File: src/rtl/loader_pkg.sv
// Shared definitions for the program-memory loader and the CPU decoder:
// loader state encoding and the instruction opcode set.
package loader_pkg;

  typedef enum logic [3:0] {
    ST_IDLE,
    ST_LEN,
    ST_HI,
    ST_LO,
    ST_WR,
    ST_CKH,
    ST_CKL,
    ST_DONE,
    ST_ERR
  } state_t;

  localparam logic [3:0] OP_NOP  = 4'd0;
  localparam logic [3:0] OP_ADD  = 4'd1;
  localparam logic [3:0] OP_SUB  = 4'd2;
  localparam logic [3:0] OP_OUT  = 4'd3;
  localparam logic [3:0] OP_IN   = 4'd4;
  localparam logic [3:0] OP_LOAD = 4'd5;

endpackage

File: src/rtl/prog_chk_accum.sv
// Modular running sum of written instruction words; carries out of the top bit
// are dropped, and match compares the sum against a received checksum.
module prog_chk_accum #(
  parameter int W = 8
) (
  input  logic         clk,
  input  logic         rst,
  input  logic         clr,
  input  logic         add,
  input  logic [W-1:0] data,
  input  logic [W-1:0] ref_val,
  output logic         match
);

  logic [W-1:0] sum;

  // NOTE: state registers use non-blocking assignments so every flop samples
  // pre-edge values regardless of the order blocks are evaluated in.
  always_ff @(posedge clk) begin
    if (rst) begin
      sum <= '0;
    end else if (clr) begin
      sum <= '0;
    end else if (add) begin
      sum <= sum + data;
    end
  end

  assign match = (sum == ref_val);

endmodule

File: src/rtl/prog_mem_loader.sv
// Host-side loader: assembles a nibble stream into instruction words, writes
// them to program memory from address 0, verifies a checksum and frees the CPU.
module prog_mem_loader
  import loader_pkg::*;
#(
  parameter int ADDR_W     = 4,
  parameter int WORD_W     = 8,
  parameter int MAX_OPCODE = 5
) (
  input  logic              MainClock,
  input  logic              MainClear,
  input  logic              LoadStart,
  input  logic [3:0]        DataIn,
  input  logic              NibbleValid,
  output logic              NibbleReady,
  output logic              MemWrEn,
  output logic [ADDR_W-1:0] MemWrAddr,
  output logic [WORD_W-1:0] MemWrData,
  output logic              CpuHold,
  output logic              LoadDone,
  output logic              LoadErr
);

  localparam int                NIB_W  = WORD_W / 2;
  localparam logic [NIB_W-1:0]  MAX_OP = NIB_W'(MAX_OPCODE);

  state_t            state, next_state;
  logic [ADDR_W-1:0] addr;
  logic [ADDR_W-1:0] last_addr;
  logic [NIB_W-1:0]  opcode;
  logic [NIB_W-1:0]  operand;
  logic [NIB_W-1:0]  ck_hi;
  logic              op_bad;
  logic              take;
  logic              start_ok;
  logic              ck_match;

  assign take     = NibbleValid & NibbleReady;
  assign start_ok = LoadStart && (state inside {ST_IDLE, ST_DONE, ST_ERR});

  always_ff @(posedge MainClock) begin
    if (MainClear) state <= ST_IDLE;
    else           state <= next_state;
  end

  // NOTE: next_state is defaulted before the case so no path leaves it
  // unassigned, which would otherwise infer a latch.
  always_comb begin
    next_state = state;
    unique case (state)
      ST_IDLE, ST_DONE, ST_ERR: if (LoadStart) next_state = ST_LEN;
      ST_LEN:  if (take) next_state = ST_HI;
      ST_HI:   if (take) next_state = ST_LO;
      ST_LO:   if (take) next_state = ST_WR;
      ST_WR:   next_state = (addr == last_addr) ? ST_CKH : ST_HI;
      ST_CKH:  if (take) next_state = ST_CKL;
      ST_CKL:  if (take) next_state = (ck_match && !op_bad) ? ST_DONE : ST_ERR;
      default: next_state = ST_IDLE;
    endcase
  end

  always_ff @(posedge MainClock) begin
    if (MainClear) begin
      addr      <= '0;
      last_addr <= '0;
      opcode    <= '0;
      operand   <= '0;
      ck_hi     <= '0;
      op_bad    <= 1'b0;
    end else begin
      unique case (state)
        ST_IDLE, ST_DONE, ST_ERR: begin
          if (LoadStart) begin
            addr   <= '0;
            op_bad <= 1'b0;
          end
        end
        ST_LEN: if (take) last_addr <= ADDR_W'(DataIn);
        ST_HI: begin
          if (take) begin
            opcode <= DataIn;
            if (DataIn > MAX_OP) op_bad <= 1'b1;
          end
        end
        ST_LO:  if (take) operand <= DataIn;
        // The address stops at the last word rather than wrapping.
        ST_WR:  if (addr != last_addr) addr <= addr + ADDR_W'(1);
        ST_CKH: if (take) ck_hi <= DataIn;
        default: ;
      endcase
    end
  end

  prog_chk_accum #(.W(WORD_W)) u_chk (
    .clk     (MainClock),
    .rst     (MainClear),
    .clr     (start_ok),
    .add     (state == ST_WR),
    .data    ({opcode, operand}),
    .ref_val ({ck_hi, DataIn}),
    .match   (ck_match)
  );

  assign NibbleReady = state inside {ST_LEN, ST_HI, ST_LO, ST_CKH, ST_CKL};
  assign MemWrEn     = (state == ST_WR);
  assign MemWrAddr   = addr;
  assign MemWrData   = {opcode, operand};
  assign CpuHold     = (state != ST_DONE);
  assign LoadDone    = (state == ST_DONE);
  assign LoadErr     = (state == ST_ERR);

endmodule

File: config.mk
export PLATFORM = sky130hd
export DESIGN_NAME = prog_mem_loader
export DESIGN_NICKNAME = d
export VERILOG_FILES = /design/src/rtl/loader_pkg.sv /design/src/rtl/prog_chk_accum.sv /design/src/rtl/prog_mem_loader.sv
export SDC_FILE = /design/constraint.sdc
export NUM_CORES = 1
export LEC_CHECK = 0
export CELL_PAD_IN_SITES_DETAIL_PLACEMENT = 2
export CELL_PAD_IN_SITES_GLOBAL_PLACEMENT = 2
export CORE_MARGIN = 4
export CORE_UTILIZATION = 33
export DETAILED_ROUTE_END_ITERATION = 16
export PLACE_DENSITY = 0.78
export SYNTH_ARGS = -nofsm -noshare
export SYNTH_HDL_FRONTEND = slang
export SYNTH_SLANG_ARGS = --single-unit
File: constraint.sdc
create_clock -name MainClock -period 2.4 [get_ports MainClock]
set_clock_uncertainty 0.15 [all_clocks]
set_input_delay 0.36 -clock MainClock [delete_from_list [all_inputs] [get_ports MainClock]]
set_output_delay 0.36 -clock MainClock [all_outputs]
set_load 0.02 [all_outputs]
; Word-level counts from Yosys, hierarchy flattened
; Index checks and enable logic that the tools add are counted.
; W data, S select, Z words.
[totals]
inputBits = 8
elab_cells = 65
regBits = 33
output_inout_bits = 17
[op_classes]
n_bitwise = 1
reduce_logical = 17
add_sub_neg = 2
n_lt_le_gt_ge = 1
muxes = 16
n_eq_ne = 20
[op_table]
columns = operator, count
row1 = $mux W4, 9
row2 = $pmux W4 S7, 1
row3 = $eq A4 B3 Y1 const B, 4
row4 = $ne A2 B2 Y1 const B, 7
row5 = $add A8 B8 Y8, 1
row6 = $eq A4 B2 Y1 const B, 2
row7 = $eq A8 B8 Y1, 1
row8 = $pmux W4 S2, 1
row9 = $reduce_and A2 Y1, 4
row10 = $reduce_and A6 Y1, 1
row11 = $reduce_bool A5 Y1, 1
row12 = $add A4 B1 Y4 const B, 1
row13 = $eq A4 B1 Y1 const B, 1
row14 = $eq A4 B4 Y1, 1
row15 = $eq A4 B4 Y1 const B, 1
row16 = $gt A4 B3 Y1 const B, 1
row17 = $logic_not A4 Y1, 1
row18 = $ne A4 B3 Y1 const B, 1
row19 = $ne A4 B4 Y1, 1
row20 = $reduce_and A4 Y1, 1
row21 = $reduce_bool A2 Y1, 2
row22 = $mux W1, 3
row23 = $mux W3, 1
row24 = $reduce_and A3 Y1, 1
row25 = 8 further kinds, 9

; Depth between registers and ports, before layout
; Gate-level depths: netlist of the first run.
[depth]
word_depth = 5
mapped_depth = 9
ltp_nobuf = 7

; By module
; From an unflattened synthesis of the first run, not the netlist that was laid out.
[unflattened]
cells_unflattened = 241
hier_area_um2 = 2077.0
[by_module_without_submodules]
columns = mod, seq_area_each_um2, cells_per_inst, area_each_um2, n_inst
row1 = prog_mem_loader, 500.5, 153, 1336.3, 1
row2 = prog_chk_accum, 160.2, 88, 740.7, 1

; Least setup slack after synthesis of the first run
; No wires, ideal clock.
[synth_path]
path_type = reg2reg
start = register operand[0]
end = register u_chk.sum[6]
setup_time_ns = 0.121
arrival_ns = 1.697
stages_incl_launch_ff = 8
period_less_slack_ns = 1.969
path_buffers = 0
required_ns = 2.129
path_slack_ns = 0.431
cell_sequence = dfxtp_1 > ha_1 > fa_1 > a211oi_1 > o21bai_1 > a21oi_1 > or4_1 > nand3_1
[synth_between]
elab_chain_cells = 1
[synth_rtl]
columns = element, line
row1 = "start, declared", prog_mem_loader.sv:31  ; logic [NIB_W-1:0] operand;
row2 = "start signal, assigned", prog_mem_loader.sv:85  ; ST_LO: if (take) operand <= DataIn;
row3 = $add A8 B8 Y8, prog_chk_accum.sv:25  ; sum <= sum + data;
row4 = "end signal, assigned", prog_chk_accum.sv:25
row5 = "end, declared", prog_chk_accum.sv:15  ; logic [W-1:0] sum;
; No other way between the ends.
; A chain may end at the register's enable or synchronous reset.

; Worst setup path after layout of the first run
[layout_path]
start = register state[2]
end = output port LoadDone
[layout_between]
elab_chain_cells = 1
[layout_rtl]
columns = element, line
row1 = "start, declared", prog_mem_loader.sv:27  ; state_t state, next_state;
row2 = "start signal, assigned", prog_mem_loader.sv:43  ; else state <= next_state;
row3 = $eq A4 B3 Y1, prog_mem_loader.sv:109  ; assign LoadDone = (state == ST_DONE);
row4 = "end, declared", prog_mem_loader.sv:20  ; output logic LoadDone,
; No other way between the ends.

==> flow_metrics.py, run 1 <==
metrics = {
    "hold_path": {
        "hold_depth": 2,
        "min_path_type": "flip-flop to flip-flop",
        "worstHoldStart": "last_addr[3]",
        "hold_end": "last_addr[3]",
    },
    "power_and_ir_drop": {
        "seqPwrFrac_pct": 37.5,
        "p_int_mw": 1.100,
        "power.density_nw_per_um2": 708.4,
        "power.switching_mw": 0.6030,
        "leakage_nw": 0.9713,
        "comb_power_share_pct": 34.6,
        "power.total_mw": 1.703,
        "p_sw_share_pct": 35.41,
        "pwr-share-clk_pct": 27.9,
        "irDropWorstVdd_uv": 358.3,
    },
    "logic_synthesis": {
        "yosys_warnings": 0,
        "async_flop_share_pct": 0,
        "synth.avg_cell_area_um2": 8.325,
        "yosys.area_share.simple_pct": 22.71,
        "synth_edf_count": 0,
        "synth-compound-area-share_pct": 19.65,
        "synth_area_um2": 1923,
        "synth_fa_ha_area_share_pct": 6.246,
        "synth_top_family_by_area": "simple AND/OR/NAND/NOR gates",
        "ys_seq_area_share_pct": 34.35,
        "synthXorXnorAreaFrac_pct": 6.831,
        "synth_cell_type_count": 53,
        "synthMuxAreaShare_pct": 4.945,
        "syn_nets": 248,
        "ys_ff_latch": 33,
        "netlist_instances": 231,
        "synthFlopType": "dfxtp_1",
    },
    "timing": {
        "slew_viol_final": 0,
        "timing.fmax_mhz": 434.3,
        "final_hold_viol_count": 0,
        "tightest_slew_ns": 0.5354,
        "fin_setup_tns_ns": 0,
        "fin_ws_ns": 0.09766,
        "period_share_pct": 95.93,
        "setup_viol": 0,
        "fin_crit_ns": 2.302,
        "grt_setup_unrepaired": "no",
        "max_slew_margin_pct": 64.24,
    },
    "die": {
        "num_io_pins": 25,
        "die_w_um": 84.34,
        "rows": 27,
        "start_util_pct": 34.50,
        "dieArea_um2": 7113,
        "core_area_um2": 5574,
        "fp.dieH_um": 84.34,
    },
    "routing": {
        "wl_met2_um": 3353,
        "antenna_left": 0,
        "vias_per_cell": 5.571,
        "wl_met3_um": 199,
        "drt-pass1-iter-count": 4,
        "drtIter0Drc": 62,
        "routed_wl_um": 6504,
        "wl_per_cell_um": 19.24,
        "route.vias.total": 1883,
        "post-route-drc-count": 0,
        "top_layer": "met4",
        "met1Wirelength_um": 2835,
    },
    "finish": {
        "final_cell_mix": "dfxtp_1 (33), nand2_1 (26), a21oi_1 (26)",
        "syn_to_final_growth_pct": 24.98,
        "utilization_pct": 43.12,
        "fin_cells": 338,
        "final_common_cell": "dfxtp_1",
        "nets": 282,
        "layout-drive-gt1-share_pct": 13.91,
        "diodes": 0,
    },
    "place": {
        "io_buffers": 24,
        "pre_cts_ws_ns": 0.1413,
        "dp_hpwl_um": 4751,
        "place_congestion": 0.8255,
        "dpl.cell_count": 328,
    },
    "clock_tree": {
        "insertion_delay_ns": 0.29,
        "htreeDepth": 2,
        "cts_tree": "yes",
        "numCtsBuffers": 5,
        "hold_buffers": 0,
        "cts-root-buf": "clkbuf_8",
        "clockBufferDepth": 2,
        "clock-sinks": 33,
        "clk_pin_slew_ns": 0.07,
    },
    "critical_path": {
        "worst-path-max-fanout": 5,
        "rr_endpoint": "u_chk.sum[6]",
        "cp.required_ns": 1.89,
        "critPathKind": "flip-flop to output pin",
        "reg2reg_depth": 7,
        "reg2reg_from": "operand[0]",
        "r2r_slack_ns": 0.23,
        "cp-startpoint": "state[2]",
        "crit_arrival_ns": 1.79,
        "cp-end-kind": "output pin",
        "startpoint_type": "flip-flop",
    },
    "global_route": {
        "groute.usage.overall_pct": 18.96,
        "grt_max_degree": 21,
        "antenna_found_initial": 0,
        "grt_first_pass_wirelength_um": 10630,
        "grt_overflow_total": 0,
        "grt_pass1_vias": 2064,
    },
    "status": {
        "status": "finished clean",
    },
    "job": {
        "maxCapViolations": 0,
    },
}
-- per-layer routing --
| metal | track usage, % | up-vias |
|---|---|---|
| li1 | - | 885 |
| met1 | 22.20 | 955 |
| met2 | 34.43 | 31 |
| met3 | 3.925 | 12 |
| met4 | 6.043 | 0 |
| met5 | 0 | - |
-- registers in the layout, summed over array words and instances, names as in the netlist --
name       count
ck_hi          4
opcode         4
MemWrAddr      4
u_chk.sum      8
op_bad         1
state          4
last_addr      4
operand        4
-- critical path, stage by stage (launching register included) --
cell	delay (ns)
dfxtp_1	0.43
nor2b_4	0.27
nand3_4	0.09
clkinv_2	0.10
clkdlybuf4s50_1	0.61
-- power by group through the flow --
stage | Clock (mW) | Sequential [mW] | Combinational [mW]
floorplan | 0 | 0.636 | 0.403
global placement | 0 | 0.652 | 0.566
detailed placement | 0 | 0.652 | 0.580
CTS | 0.488 | 0.640 | 0.585
global route | 0.512 | 0.647 | 0.645
finish | 0.476 | 0.638 | 0.589
-- cells by family (layout without fill, tap and decap cells) --
family,Yosys count,count (layout)
AOI/OAI and AO/OA,59,59
xor gates and xnor gates,15,15
adders and majority gates,9,9
buffers and inverters,21,56
DFF,33,33
muxes,9,9
and+or+nand+nor,85,85
-- Yosys cell counts, drive strengths merged, types with 2 or more instances --
master / n / share of area (%)
buf: 5 / 2.1
clkbuf: 8 / 1.6
xor2: 6 / 2.7
nor2: 17 / 3.3
a211oi: 2 / 0.78
a21oi: 26 / 6.8
a21o: 2 / 0.85
xnor2: 9 / 4.1
o211ai: 2 / 0.78
ha: 8 / 5.2
a22o: 3 / 1.4
nand2: 26 / 5.1
nand3: 17 / 5.1
inv: 6 / 1.2
o21ai: 10 / 2.8
and3: 2 / 0.65
nand4: 3 / 0.98
clkinv: 2 / 0.45
and2: 2 / 0.78
a31oi: 2 / 0.65
or4: 2 / 0.78
nor2b: 3 / 1.4
nor3: 5 / 1.6
o32a: 2 / 1.1
or3: 4 / 1.3
dfxtp: 33 / 34
mux2i: 8 / 4.2
-- worst max-delay path by stage --
stage	to	slack [ns]
after floorplan	u_chk.sum[6]	0.43
after global placement	operand[1]	0.18
after detailed placement	state[3]	0.14
after CTS	LoadDone	0.04
after global routing	LoadDone	0.03
final	LoadDone	0.1
-- cell type report --
class,count,area [µm²]
Fill cell,662,3171
Timing Repair Buffer,40,359.1
Tap cell,72,90.09
Sequential cell,33,660.6
Clock inverter,1,5.005
Multi-Input combinational cell,177,1161
Clock buffer,7,96.34
Inverter,8,31.28
-- repair_timing --
action | CTS | global route
endpoints found under the setup margin | 1 | 1
setup buffers | 0 | 2
resized for setup | 1 | 0
-- metrics by stage --
stage	area, µm²	hold slack, ns
after floorplan	1923	0.2788
after global placement	2288	0.3108
after detailed placement	2288	0.3187
after CTS	2389	0.3281
after global routing	2404	0.3480
final	2404	0.3233
Power figures use the tool's default switching activity.
==> run 2, diff against run 1 <==
==> constraint.sdc (replaced) <==
create_clock -name MainClock -period 2.4 [get_ports MainClock]
set_clock_uncertainty 0.15 [all_clocks]
set_input_delay 0.36 -clock MainClock [delete_from_list [all_inputs] [get_ports MainClock]]
set_output_delay 0.36 -clock MainClock [all_outputs]
set_load 0.1 [all_outputs]
==> flow_metrics.py, run 2 (same netlist as run 1, synthesis figures left out) <==
metrics = {
    "status": {
        "status": "finished clean",
    },
    "critical_path": {
        "crit_buf_inv": 1,
        "worst-path-max-fanout": 9,
        "crit_family": "simple AND/OR/NAND/NOR gates",
        "cp-end-kind": "flip-flop",
        "worst_path_largest_cell_delay_ns": 0.58,
        "startpoint_type": "flip-flop",
        "cp.required_ns": 2.47,
        "critPathKind": "flip-flop to flip-flop",
        "r2r_slack_ns": 0.20,
        "crit_slowest_cell": "dfxtp_1",
        "crit_arrival_ns": 2.27,
        "path_cells": "nor2b_4 -> nand3_4 -> clkinv_4 -> o21ai_2 -> nand2_1 -> or4_1 -> nand3_1",
    },
    "global_route": {
        "antenna_found_initial": 0,
        "grt_max_degree": 21,
        "grt_first_pass_wirelength_um": 10380,
        "groute.usage.overall_pct": 18.24,
        "grt_pass1_vias": 1943,
        "grt_overflow_total": 0,
    },
    "finish": {
        "layout-drive-gt1-share_pct": 21.29,
        "largest-register": "u_chk.sum",
        "nets": 279,
        "syn_to_final_growth_pct": 24.07,
        "largest_reg_flops": 8,
        "final_cell_mix": "dfxtp_1 (26), nand2_1 (26), a21oi_1 (26), buf_4 (26), nor2_1 (17)",
        "diodes": 0,
        "fin_cells": 335,
    },
    "power_and_ir_drop": {
        "pwr-share-clk_pct": 22.4,
        "irDropWorstVdd_uv": 533.2,
        "power.switching_mw": 0.7196,
        "p_sw_share_pct": 40.14,
        "leakage_nw": 0.9839,
        "comb_power_share_pct": 42.5,
        "power.density_nw_per_um2": 751.3,
        "p_int_mw": 1.073,
        "seqPwrFrac_pct": 35.1,
    },
    "clock_tree": {
        "clock-sinks": 33,
        "cts-root-buf": "clkbuf_8",
        "htreeDepth": 2,
        "cts_resized": 0,
        "numCtsBuffers": 5,
        "insertion_delay_ns": 0.28,
        "clk_pin_slew_ns": 0.06,
        "hold_buffers": 0,
        "cts_tree": "yes",
        "clockBufferDepth": 2,
        "post_cts_buffers": 0,
    },
    "timing": {
        "timing.fmax_mhz": 454.3,
        "setup_viol": 0,
        "max_slew_margin_pct": 66.09,
        "grt_setup_unrepaired": "no",
        "tightest_slew_ns": 0.5044,
        "slew_viol_final": 0,
        "period_share_pct": 91.71,
        "fin_ws_ns": 0.1989,
        "fin_crit_ns": 2.201,
        "final_hold_viol_count": 0,
    },
    "routing": {
        "post-route-drc-count": 0,
        "antenna_left": 0,
        "route.vias.total": 1833,
        "routed_wl_um": 6277,
        "wl_per_cell_um": 18.74,
        "drt-pass1-iter-count": 4,
        "vias_per_cell": 5.472,
        "drtIter0Drc": 60,
    },
    "die": {
        "start_util_pct": 34.50,
        "num_io_pins": 25,
        "core_area_um2": 5574,
        "fp.dieH_um": 84.34,
        "dieArea_um2": 7113,
        "rows": 27,
        "die_w_um": 84.34,
    },
    "place": {
        "dpl.cell_count": 327,
        "io_buffers": 24,
        "pre_cts_ws_ns": 0.1170,
        "place_congestion": 0.7631,
        "dp_hpwl_um": 4835,
    },
    "hold_path": {
        "min_path_type": "flip-flop to flip-flop",
    },
    "job": {
        "maxCapViolations": 0,
    },
}
==> run 2: cell count changes in the layout (fill, tap and decap cells not counted), moves of 2 or more <==
cell             change
clkbuf_1             +3
buf_4               +10
clkbuf_8             -2
clkdlybuf4s50_1     -16
buf_12               +4
dfxtp_2              +7
clkinv_2             -2
dfxtp_1              -7
==> run 2: per-stage QoR <==
stage / TNS, ns / hold WS (ns) / utilization [%] / power, mW / cell area [µm²]
after detailed placement: 0 / 0.3134 / 41.37 / 1.403 / 2306
after global routing: 0 / 0.3501 / 42.81 / 1.903 / 2386
after floorplan: -0.04662 / 0.2788 / - / 1.167 / 1941
after CTS: 0 / 0.3243 / 42.81 / 1.813 / 2386
after global placement: 0 / 0.3124 / 41.37 / 1.386 / 2306
final: 0 / 0.3193 / 42.81 / 1.793 / 2386
==> run 2: cell type report <==
class	count	area, µm²
flip-flops and latches	33	669.4
clock buffers	8	80.08
well taps	72	90.09
repair buffers	37	345.3
inverters	8	35.03
fillers	631	3188
multi-input cells	177	1166
==> run 2: worst reg2reg max path, stage by stage, from the launching register on <==
cell      delay [ns]
dfxtp_1         0.58
nor2b_4         0.14
nand3_4         0.13
clkinv_4        0.08
o21ai_2         0.20
nand2_1         0.24
or4_1           0.54
nand3_1         0.09
==> run 2: worst paths after layout <==
check,start,depth (start not counted),to
worst max register to register,state[3],7,u_chk.sum[6]
worst min register to register,opcode[1],2,opcode[1]
worst min-delay path,opcode[1],2,opcode[1]
worst max-delay path,state[3],7,u_chk.sum[6]
==> run 2: layer usage <==
metal	vias up	part of all wire [%]	track usage, %	routed length [µm]
met5	-	0	0	0
met4	0	1.4	5.180	86
met3	9	3.2	3.238	202
met2	32	48	30.85	3018
met1	906	47	23.82	2970
li1	886	-	-	-
==> run 2: power groups by stage <==
stage / Clock, mW / Sequential, mW / Combinational [mW]
floorplan: 0 / 0.686 / 0.481
global placement: 0 / 0.640 / 0.747
detailed placement: 0 / 0.641 / 0.762
CTS: 0.418 / 0.630 / 0.766
global route: 0.445 / 0.635 / 0.823
finish: 0.401 / 0.629 / 0.762
==> run 3, diff against run 2 <==
==> constraint.sdc (replaced) <==
create_clock -name MainClock -period 2.4 [get_ports MainClock]
set_clock_uncertainty 0.15 [all_clocks]
set_input_delay 0.6 -clock MainClock [delete_from_list [all_inputs] [get_ports MainClock]]
set_output_delay 0.6 -clock MainClock [all_outputs]
set_load 0.1 [all_outputs]
==> flow_metrics.py, run 3 (same netlist as run 1, synthesis figures left out) <==
metrics = {
    "routing": {
        "wl_met2_um": 3203,
        "drtIter0Drc": 43,
        "route.vias.total": 1846,
        "drt-pass1-iter-count": 4,
        "wl_met3_um": 163,
        "post-route-drc-count": 0,
        "vias_per_cell": 5.445,
        "met1Wirelength_um": 2987,
        "routed_wl_um": 6404,
        "top_layer": "met4",
        "antenna_left": 0,
        "wl_per_cell_um": 18.89,
    },
    "power_and_ir_drop": {
        "power.total_mw": 1.824,
        "p_sw_share_pct": 40.54,
        "pwr-share-clk_pct": 22.2,
        "seqPwrFrac_pct": 34.0,
        "leakage_nw": 1.017,
        "irDropWorstVdd_uv": 364.2,
        "p_int_mw": 1.085,
        "power.density_nw_per_um2": 748.2,
        "comb_power_share_pct": 43.8,
        "power.switching_mw": 0.7396,
    },
    "clock_tree": {
        "clock-sinks": 33,
        "cts_tree": "yes",
        "clk_pin_slew_ns": 0.07,
        "post_cts_buffers": 0,
        "insertion_delay_ns": 0.28,
        "numCtsBuffers": 5,
        "cts_resized": 1,
        "clockBufferDepth": 2,
        "htreeDepth": 2,
        "hold_buffers": 0,
        "cts-root-buf": "clkbuf_8",
    },
    "critical_path": {
        "crit_slowest_cell": "dfxtp_2",
        "crit_family": "buffers and inverters",
        "crit_buf_inv": 2,
        "crit_arrival_ns": 1.54,
        "critPathKind": "flip-flop to output pin",
        "startpoint_type": "flip-flop",
        "cp.required_ns": 1.65,
        "path_cells": "nor2b_4 -> nand2_1 -> clkinv_1 -> buf_12",
        "cp-startpoint": "state[3]",
        "worst_path_largest_cell_delay_ns": 0.47,
        "reg2reg_from": "operand[0]",
        "worst-path-max-fanout": 9,
        "cp-end-kind": "output pin",
    },
    "die": {
        "dieArea_um2": 7113,
        "num_io_pins": 25,
        "rows": 27,
        "die_w_um": 84.34,
        "fp.dieH_um": 84.34,
        "core_area_um2": 5574,
        "start_util_pct": 34.50,
    },
    "global_route": {
        "grt_first_pass_wirelength_um": 10670,
        "antenna_found_initial": 0,
        "groute.usage.overall_pct": 18.88,
        "grt_overflow_total": 0,
        "grt_pass1_vias": 2110,
        "grt_max_degree": 21,
    },
    "job": {
        "maxCapViolations": 0,
    },
    "finish": {
        "final_common_cell": "buf_4",
        "largest-register": "u_chk.sum",
        "syn_to_final_growth_pct": 26.81,
        "nFillCells": 651,
        "largest_reg_flops": 8,
        "nets": 283,
        "final_cell_mix": "buf_4 (29), nand2_1 (26), a21oi_1 (26)",
        "fin_area_um2": 2439,
        "layout-drive-gt1-share_pct": 23.60,
        "diodes": 0,
    },
    "place": {
        "place_area_um2": 2355,
        "pre_cts_ws_ns": -0.05251,
        "place_congestion": 0.7869,
        "dp_hpwl_um": 4893,
        "io_buffers": 24,
    },
    "timing": {
        "slew_viol_final": 0,
        "grt_setup_unrepaired": "no",
        "fin_crit_ns": 2.291,
        "timing.fmax_mhz": 436.6,
        "final_hold_viol_count": 0,
        "period_share_pct": 95.44,
        "setup_viol": 0,
        "fin_ws_ns": 0.1094,
        "max_slew_margin_pct": 57.46,
        "fin_setup_tns_ns": 0,
        "tightest_slew_ns": 0.6368,
    },
    "status": {
        "status": "finished clean",
    },
    "hold_path": {
        "min_path_type": "flip-flop to flip-flop",
        "worstHoldStart": "last_addr[2]",
    },
}
## run 3: per-layer routing
metal,vias to the layer above,track usage (%)
met5,-,0
met1,919,23.81
li1,896,-
met3,5,3.435
met2,26,33.14
met4,0,4.892
## run 3: layout make-up
cell class              count  area (µm²)  area share, %
well taps                  72       90.09          3.694
inverters                   8       35.03          1.437
repair buffers             41       387.9          15.91
clock inverters             2       10.01         0.4105
multi-input cells         177        1172          48.08
flip-flops and latches     33       670.6          27.50
clock buffers               6       72.57          2.976
## run 3: power by group through the flow
| stage | sequential [mW] | combinational, mW | clock (mW) |
|---|---|---|---|
| after floorplan | 0.686 | 0.491 | 0 |
| after global placement | 0.631 | 0.780 | 0 |
| after detailed placement | 0.633 | 0.795 | 0 |
| after CTS | 0.621 | 0.798 | 0.417 |
| after global routing | 0.625 | 0.860 | 0.447 |
| final | 0.621 | 0.799 | 0.405 |
## run 3: worst register-to-register path, delay by kind of cell (launching register included)
family | cells | cell delay, ns
adders and majority gates | 2 | 0.69
AOI/OAI and AO/OA | 3 | 0.65
DFF | 1 | 0.33
and+or+nand+nor | 2 | 0.19
## run 3: final timing paths
path | cells after the start | end | slack [ns]
min reg2reg | 2 | last_addr[2] | 0.32
max | 4 | MemWrEn | 0.11
min | 2 | last_addr[2] | 0.32
max reg2reg | 7 | u_chk.sum[6] | 0.28
## run 3: per-stage QoR
step	cells	hold slack, ns	utilization, %
6_report	339	0.3230	43.75
4_1_cts	339	0.3329	43.75
3_5_place_dp	331	0.3239	42.24
3_3_place_gp	331	0.3116	42.24
2_1_floorplan	231	0.2788	-
5_1_grt	339	0.3531	43.75
